`src/rtl/obj_line_sched.sv`:
```
// rtl/obj_line_sched.sv - per-scanline object Y-compare scheduler with 16-deep draw queue
//
// Purpose: on each line_start, read the Y byte of the 32 objects in the selected
// bank, keep those whose 16-line span covers the next line, and queue {idx,row}
// for the draw engine in index order.
//
// Ports:
//   clkm_48MHZ, nRESET        clock, async active-low reset
//   line_start, vpos, objex   line strobe; vpos/objex latched on it
//   objoff                    1 = objects enabled (0 scans but queues nothing)
//   ram_addr, ram_rd, ram_q   object RAM read port, data 2 cycles after ram_rd
//   draw_req/idx/row, draw_ack  head-of-queue handshake to the draw engine
//   lnsl, busy, line_objs     line-buffer select, activity, queued count (sat. 16)
//   ovf, line_late, ovf_clr   queue overflow, late line_start, sticky-ovf clear
//
// Build option: OBJSCH_OVF_STICKY_EN makes ovf sticky until ovf_clr.

module obj_line_sched (
  input  logic       clkm_48MHZ,
  input  logic       nRESET,
  input  logic       line_start,
  input  logic [7:0] vpos,
  input  logic       objex,
  input  logic       objoff,
  output logic [7:0] ram_addr,
  output logic       ram_rd,
  input  logic [7:0] ram_q,
  output logic       draw_req,
  output logic [4:0] draw_idx,
  output logic [3:0] draw_row,
  input  logic       draw_ack,
  output logic       lnsl,
  output logic       busy,
  output logic [4:0] line_objs,
  output logic       ovf,
  output logic       line_late,
  input  logic       ovf_clr
);

  typedef enum logic [1:0] {IDLE, SCAN, DRAIN} state_t;

  state_t     state_q;
  logic [5:0] cnt_q;       // cycles since SCAN entry, 0..33
  logic [7:0] vpos_q;
  logic       bank_q;
  logic [8:0] fifo_q [16];
  logic [3:0] wr_ptr_q, rd_ptr_q;
  logic [4:0] count_q;
  logic [7:0] ram_addr_q;
  logic       ram_rd_q, lnsl_q, ovf_q, line_late_q;
  logic [4:0] line_objs_q;

  logic [7:0] sum;
  logic       cmp_v, hit, pop, push_ok, drop;
  logic [4:0] cmp_idx, count_d;
  logic [8:0] head;

  always_comb begin
    sum      = ram_q + vpos_q + 8'd1;
    // Data for the read issued at cnt-2 is on ram_q now; reads issued before an
    // abort land at cnt 0/1 and are never compared.
    cmp_v    = (state_q == SCAN) && (cnt_q >= 6'd2) && !line_start;
    cmp_idx  = 5'(cnt_q - 6'd2);
    hit      = cmp_v && objoff && (sum[7:4] == 4'hF);
    // Gated by line_start so an aborting line drops the request immediately.
    draw_req = (count_q != 5'd0) && (state_q != IDLE) && !line_start;
    pop      = draw_req && draw_ack;
    push_ok  = hit && ((count_q != 5'd16) || pop);
    drop     = hit && !push_ok;
    count_d  = count_q + {4'b0, push_ok} - {4'b0, pop};
    head     = fifo_q[rd_ptr_q];
  end

  assign draw_idx  = head[8:4];
  assign draw_row  = head[3:0];
  assign busy      = (state_q != IDLE);
  assign ram_addr  = ram_addr_q;
  assign ram_rd    = ram_rd_q;
  assign lnsl      = lnsl_q;
  assign line_objs = line_objs_q;
  assign ovf       = ovf_q;
  assign line_late = line_late_q;

`ifndef OBJSCH_OVF_STICKY_EN
  logic unused_ovf_clr;
  assign unused_ovf_clr = ovf_clr;
`endif

  always_ff @(posedge clkm_48MHZ or negedge nRESET) begin
    if (!nRESET) begin
      state_q     <= IDLE;
      cnt_q       <= '0;
      vpos_q      <= '0;
      bank_q      <= 1'b0;
      wr_ptr_q    <= '0;
      rd_ptr_q    <= '0;
      count_q     <= '0;
      ram_addr_q  <= '0;
      ram_rd_q    <= 1'b0;
      lnsl_q      <= 1'b0;
      ovf_q       <= 1'b0;
      line_late_q <= 1'b0;
      line_objs_q <= '0;
      for (int i = 0; i < 16; i++) fifo_q[i] <= '0;
    end else begin
      line_late_q <= 1'b0;
      if (line_start) begin
        line_late_q <= (state_q != IDLE);
        state_q     <= SCAN;
        cnt_q       <= '0;
        vpos_q      <= vpos;
        bank_q      <= objex;
        lnsl_q      <= ~lnsl_q;
        wr_ptr_q    <= '0;
        rd_ptr_q    <= '0;
        count_q     <= '0;
        line_objs_q <= '0;
        ram_rd_q    <= 1'b1;
        ram_addr_q  <= {objex, 5'd0, 2'b00};
      end else begin
        if (push_ok) begin
          fifo_q[wr_ptr_q] <= {cmp_idx, sum[3:0]};
          wr_ptr_q         <= wr_ptr_q + 4'd1;
          if (line_objs_q != 5'd16) line_objs_q <= line_objs_q + 5'd1;
        end
        if (pop) rd_ptr_q <= rd_ptr_q + 4'd1;
        count_q <= count_d;
        case (state_q)
          SCAN: begin
            cnt_q      <= cnt_q + 6'd1;
            ram_rd_q   <= (cnt_q < 6'd31);
            ram_addr_q <= (cnt_q < 6'd31) ? {bank_q, 5'(cnt_q[4:0] + 5'd1), 2'b00} : 8'd0;
            // Last compare (idx 31) happens at cnt 33; skip DRAIN if nothing is left.
            if (cnt_q == 6'd33) state_q <= (count_d == 5'd0) ? IDLE : DRAIN;
          end
          DRAIN:   if (count_d == 5'd0) state_q <= IDLE;
          default: state_q <= IDLE;
        endcase
      end
`ifdef OBJSCH_OVF_STICKY_EN
      if (drop)         ovf_q <= 1'b1;
      else if (ovf_clr) ovf_q <= 1'b0;
`else
      if (line_start)   ovf_q <= 1'b0;
      else if (drop)    ovf_q <= 1'b1;
`endif
    end
  end

endmodule

```
`config.mk`:
```
export PLATFORM = sky130hd
export DESIGN_NAME = obj_line_sched
export DESIGN_NICKNAME = d
export VERILOG_FILES = /design/src/rtl/obj_line_sched.sv
export SDC_FILE = /design/constraint.sdc
export NUM_CORES = 1
export LEC_CHECK = 0
export CAP_MARGIN = 25
export CORE_ASPECT_RATIO = 1.5
export CORE_MARGIN = 3
export CORE_UTILIZATION = 45
export CTS_CLUSTER_SIZE = 10
export DETAILED_ROUTE_END_ITERATION = 10
export HOLD_SLACK_MARGIN = 0.05
export PLACE_DENSITY_LB_ADDON = 0.1
export SKIP_CTS_REPAIR_TIMING = 1
export SLEW_MARGIN = 5
export SYNTH_ARGS = -nofsm -noshare
export SYNTH_HDL_FRONTEND = slang
export SYNTH_SLANG_ARGS = --single-unit
```
`constraint.sdc`:
```
create_clock -name clkm_48MHZ -period 5.3 [get_ports clkm_48MHZ]
set_clock_uncertainty 0.2 [all_clocks]
set_input_delay 0.795 -clock clkm_48MHZ [delete_from_list [all_inputs] [get_ports clkm_48MHZ]]
set_output_delay 0.795 -clock clkm_48MHZ [all_outputs]
set_load 0.02 [all_outputs]
```
# Yosys cells after proc, flatten, opt, wreduce, memory -nomap -nowiden
# Cells that the tools add are included.
[classes]
add_sub_neg = 10
n_lt_le_gt_ge = 5
n_eq_ne = 8
n_mux = 29
bitwise_logic = 4
n_reduce_logical = 24
[ops]
columns = ["operator", "n"]
rows = [
  ["$bwmux W144", 1],
  ["$bmux W9 S4", 1],
  ["$demux W9 S4", 1],
  ["$mux W9", 3],
  ["$mux W8", 3],
  ["$mux W5", 4],
  ["$mux W4", 4],
  ["$mux W6", 2],
  ["$reduce_bool A2 Y1", 6],
  ["$add A5 B1 Y5 const B", 2],
  ["$ge A5 B5 Y1 const B", 2],
  ["$logic_and A1 B1 Y1", 10],
  ["$ne A5 B5 Y1 const B", 2],
  ["$not A4 Y5", 2],
  ["$add A4 B1 Y4 const B", 2],
  ["$add A8 B1 Y8 const B", 1],
  ["$add A8 B8 Y8", 1],
  ["$mux W2", 4],
  ["$add A6 B1 Y6 const B", 1],
  ["$eq A6 B6 Y1 const B", 1],
  ["$ge A6 B2 Y1 const B", 1],
  ["$lt A6 B5 Y1 const B", 1],
  ["$reduce_and A2 Y1", 3],
  ["$add A5 B1 Y5", 1],
  ["15 further kinds", 21],
]
[totals]
ff_bits = 191
in_bits = 23
wordCells = 109

# Logic depth before layout (Yosys ltp)
[logic_depth]
word_depth = 13
mapped_depth = 16

# Least setup slack after synthesis
# No wires, ideal clock.
[synth_path]
kind = "in2reg"
start = "input port ram_q[0]"
end = "register state_q[1]"
t_arrival_ps = 3581
required_ps = 4958
slack_ps = 1378
cell_stages = 16
path_buffers = 0
path_cell_list = "inv_1 ha_1 fa_1 and2b_1 o22ai_1 xnor2_1 nand3_1 o21bai_1 o31ai_1 ha_1 fa_1 a21oi_1 nor2_1 nor2_1 xnor2_1 a41oi_1"
[synth_between]
elab_chain_cells = 12
elab_cells_between_ends = 14
cone_classes = "add/sub: 4; eq/ne: 2; mux: 4; reduce/logical: 4"
[synth_rtl]
columns = ["element", "line", "text"]
rows = [
  ["start, declared", "27", "input logic [7:0] ram_q,"],
  ["$add A8 B8 Y8 *", "59", "sum = ram_q + vpos_q + 8'd1;"],
  ["$add A8 B1 Y8 *", "59", ""],
  ["$eq A4 B4 Y1 *", "64", "hit = cmp_v && objoff && (sum[7:4] == 4'hF);"],
  ["$logic_and A1 B1 Y1 *", "64", ""],
  ["$logic_and A1 B1 Y1 *", "68", "push_ok = hit && ((count_q != 5'd16) || pop);"],
  ["$add A5 B1 Y5 *", "70", "count_d = count_q + {4'b0, push_ok} - {4'b0, pop};"],
  ["$sub A5 B1 Y5 *", "70", ""],
  ["$logic_not A5 Y1 *", "134, 136", ""],
  ["$mux W2 (2 in a row)", "134", "if (cnt_q == 6'd33) state_q <= (count_d == 5'd0) ? IDLE : DRAIN;"],
  ["$pmux W2 S2", "128", "case (state_q)"],
  ["$mux W2", "107", "if (line_start) begin"],
  ["end signal, assigned", "134", ""],
  ["end, declared", "42", "state_t state_q;"],
]
# Every way passes the cells marked *; elsewhere a longest branch is shown, timed or not. The select of a mux whose other input is x is not followed.
# A chain may end at the register's enable or synchronous reset.

# Worst setup path in the final report
# Same ends and word-level chain as after synthesis.

==> impl_metrics.json <==
{
  "status": "completed",
  "hp-class": "input pin to asynchronous set/reset pin",
  "netlist_area_sq_um": 9680,
  "gp_congestion": 0.794,
  "clk_latency_ns": 0.43,
  "drt_wl_total_mm": 20.4,
  "setup_tns_ns": 0,
  "vias": 5624,
  "nets": 802,
  "gr-usage-all-layers_pct": 18.5,
  "fin_area_sq_um": 11000,
  "cts_buffer_depth": 2,
  "die_w_um": 126,
  "initial_core_util_pct": 45.9,
  "start_kind": "input pin",
  "pin_count": 51,
  "first_iter_violations": 359,
  "setup_viol": 0,
  "clock.fmax_ghz": 0.233,
  "async_flop_share_pct": 100,
  "critPathKind": "input pin to flop",
  "cp.required_ns": 5.39,
  "dr.pass1.iters": 4,
  "viasPerCell": 5.44,
  "cts_tree": "yes",
  "slew_viol_final": 0,
  "dp_hpwl_mm": 13.9,
  "grt_pass1_wl_mm": 33.7,
  "wl_per_cell_um": 19.7,
  "clock_sinks": 189,
  "nFillCells": 1806,
  "cts_buffers": 17,
  "overflow": 0,
  "max_slew.worst_pin.slew_ns": 0.991,
  "drive_gt1_share_pct": 28.2,
  "synth_ff_type": "dfrtp_1",
  "final.min_clock_period_ns": 4.29,
  "fin_crit_sh_pct": 81.0,
  "final_antenna_net_count": 0,
  "fin_cells": 1034,
  "peakVddDrop_mv": 0.209,
  "portBuffers": 47,
  "cap_viol_max_count": 0,
  "clkTransAtPathRegs_ns": 0.07,
  "yosys_warnings": 0,
  "yosysUniqueCellTypes": 55,
  "die_y_um": 186,
  "htreeDepth": 4,
  "diodes": 0,
  "yosysSeqAreaShare_pct": 48.9,
  "holdWs_ns": 0.219,
  "worst-path-max-fanout": 3,
  "antenna_found_initial": 0,
  "critPathCaptureType": "flop",
  "syn_to_final_growth_pct": 13.2,
  "drc": 0,
  "clock_tree.root_cell": "clkbuf_16",
  "synthCells": 713,
  "synth_edf_count": 0,
  "hold_viol": 0,
  "max_slew_margin_pct": 33.9,
  "layout_common_cells": "188 x dfrtp_1, 66 x inv_1, 55 x mux2_4, 49 x mux2i_1, 49 x mux2_2",
  "yosys_register_bits": 189,
  "dpl_cell_area_sq_um": 10300,
  "crit_arrival_ns": 4.38,
  "num_rows": 65,
  "design.core.area_sq_um": 21100,
  "final_common_cell": "dfrtp_1",
  "dp.cells": 999,
  "power_leakage_nw": 5.00,
  "avgSynthCellArea_sq_um": 13.6,
  "rsz0062_at_grt": "false",
  "grt_pass1_vias": 6192,
  "p_per_area_nw_per_um2": 325,
  "die-area_sq_um": 23300,
  "grt_max_degree": 95
}
-- sequential cells by signal, indices dropped and copies added, names as in the netlist --
name,count
line_late,1
line_objs,5
vpos_q,8
rd_ptr_q,4
ovf,1
wr_ptr_q,4
count_q,5
cnt_q,6
ram_addr,6
state_q,2
lnsl,1
ram_rd,1
fifo_q,144
bank_q,1
-- path summary, 6_finish.rpt --
| kind | from | end | slack, ns | cells past startpoint |
|---|---|---|---|---|
| worst max-delay path | ram_q[0] | state_q[1] | 1.01 | 17 |
| worst min-delay path | nRESET | fifo_q[63] | 0.22 | 1 |
| worst max register to register | vpos_q[0] | state_q[1] | 1.53 | 16 |
| worst min register to register | lnsl | lnsl | 0.26 | 1 |
| max in group asynchronous | nRESET | cnt_q[5] | 3.41 | 2 |
| min in group clkm_48MHZ | lnsl | lnsl | 0.26 | 1 |
-- cells by family (layout without fill, tap and decap cells) --
family	after synthesis	after routing	synth area share, %
compound gates	49	49	3.41
xor+xnor	20	20	1.81
fa+ha+maj	26	26	3.52
buf+inv	116	168	5.82
flops	189	189	48.9
mux	199	199	29.9
other cells	1	2	0.0388
simple gates	113	113	6.63
-- synthesized netlist by cell type, drive strengths merged, types with 2 or more instances --
| library cell | instances | area, sq um |
|---|---|---|
| or2 | 2 | 12.5 |
| o31ai | 4 | 30.0 |
| nor2 | 27 | 109 |
| nor2b | 7 | 43.8 |
| and4 | 2 | 17.5 |
| mux2 | 105 | 1390 |
| clkbuf | 21 | 78.8 |
| o21bai | 2 | 15.0 |
| nand3 | 14 | 70.1 |
| fa | 2 | 40.0 |
| dfrtp | 189 | 4730 |
| and2 | 2 | 12.5 |
| o2111ai | 2 | 17.5 |
| ha | 24 | 300 |
| nor3 | 4 | 25.0 |
| or3 | 2 | 12.5 |
| nor4b | 2 | 32.5 |
| xnor2 | 11 | 96.3 |
| nand3b | 5 | 50.1 |
| mux2i | 49 | 490 |
| and3 | 17 | 106 |
| a211oi | 2 | 15.0 |
| xor2 | 9 | 78.8 |
| o21ai | 11 | 55.1 |
| a21oi | 16 | 80.1 |
| buf | 29 | 236 |
| nand2 | 20 | 75.1 |
| inv | 66 | 248 |
| and2b | 2 | 15.0 |
| a41oi | 2 | 17.5 |
| a22oi | 3 | 22.5 |
| mux4 | 45 | 1010 |
| a21o | 2 | 15.0 |
| or4 | 2 | 15.0 |
-- power breakdown --
| group | internal (W) | switching [W] | total (W) |
|---|---|---|---|
| sequential | 0.00150 | 0.0000908 | 0.00159 |
| combinational | 0.000337 | 0.000359 | 0.000696 |
| clock | 0.000708 | 0.000565 | 0.00127 |
-- final cells by class --
type                       instances  area (sq um)  area share, %
sequential                       189          4730           43.2
multi-input combinational        409          4390           40.1
clock inverter                    13           139           1.27
timing repair buffer              70           667           6.09
clock buffer                      19           443           4.04
tap                              268           335           3.06
inverter                          66           248           2.26
-- worst max-delay path, stage by stage --
cell,delay (ns)
clkdlybuf4s50_1,0.46
inv_1,0.05
ha_1,0.24
fa_1,0.40
and2b_1,0.23
o22ai_1,0.10
xnor2_1,0.23
nand3_1,0.15
o21bai_1,0.32
o31ai_1,0.14
ha_1,0.23
fa_1,0.41
a21oi_1,0.16
nor2_1,0.05
nor2_1,0.11
xnor2_1,0.16
a41oi_1,0.15
-- stage by stage --
stage,setup slack (ns),utilization (%),power (W)
after floorplan,1.38,-,0.00207
after global placement,0.577,49.1,0.00229
after detailed placement,0.564,49.1,0.00232
after CTS,0.995,51.9,0.00360
after global routing,0.699,52.0,0.00374
final,1.01,52.0,0.00356
-- metal layers --
layer  vias up  GRT usage, %  wire length (um)
met5         -             0                 0
met4         0          5.24               253
met3        18          3.01               376
met2        75          33.8             11100
met1      2955          22.7              8670
li1       2576             -                 -
(Power assumes the default switching activity.)
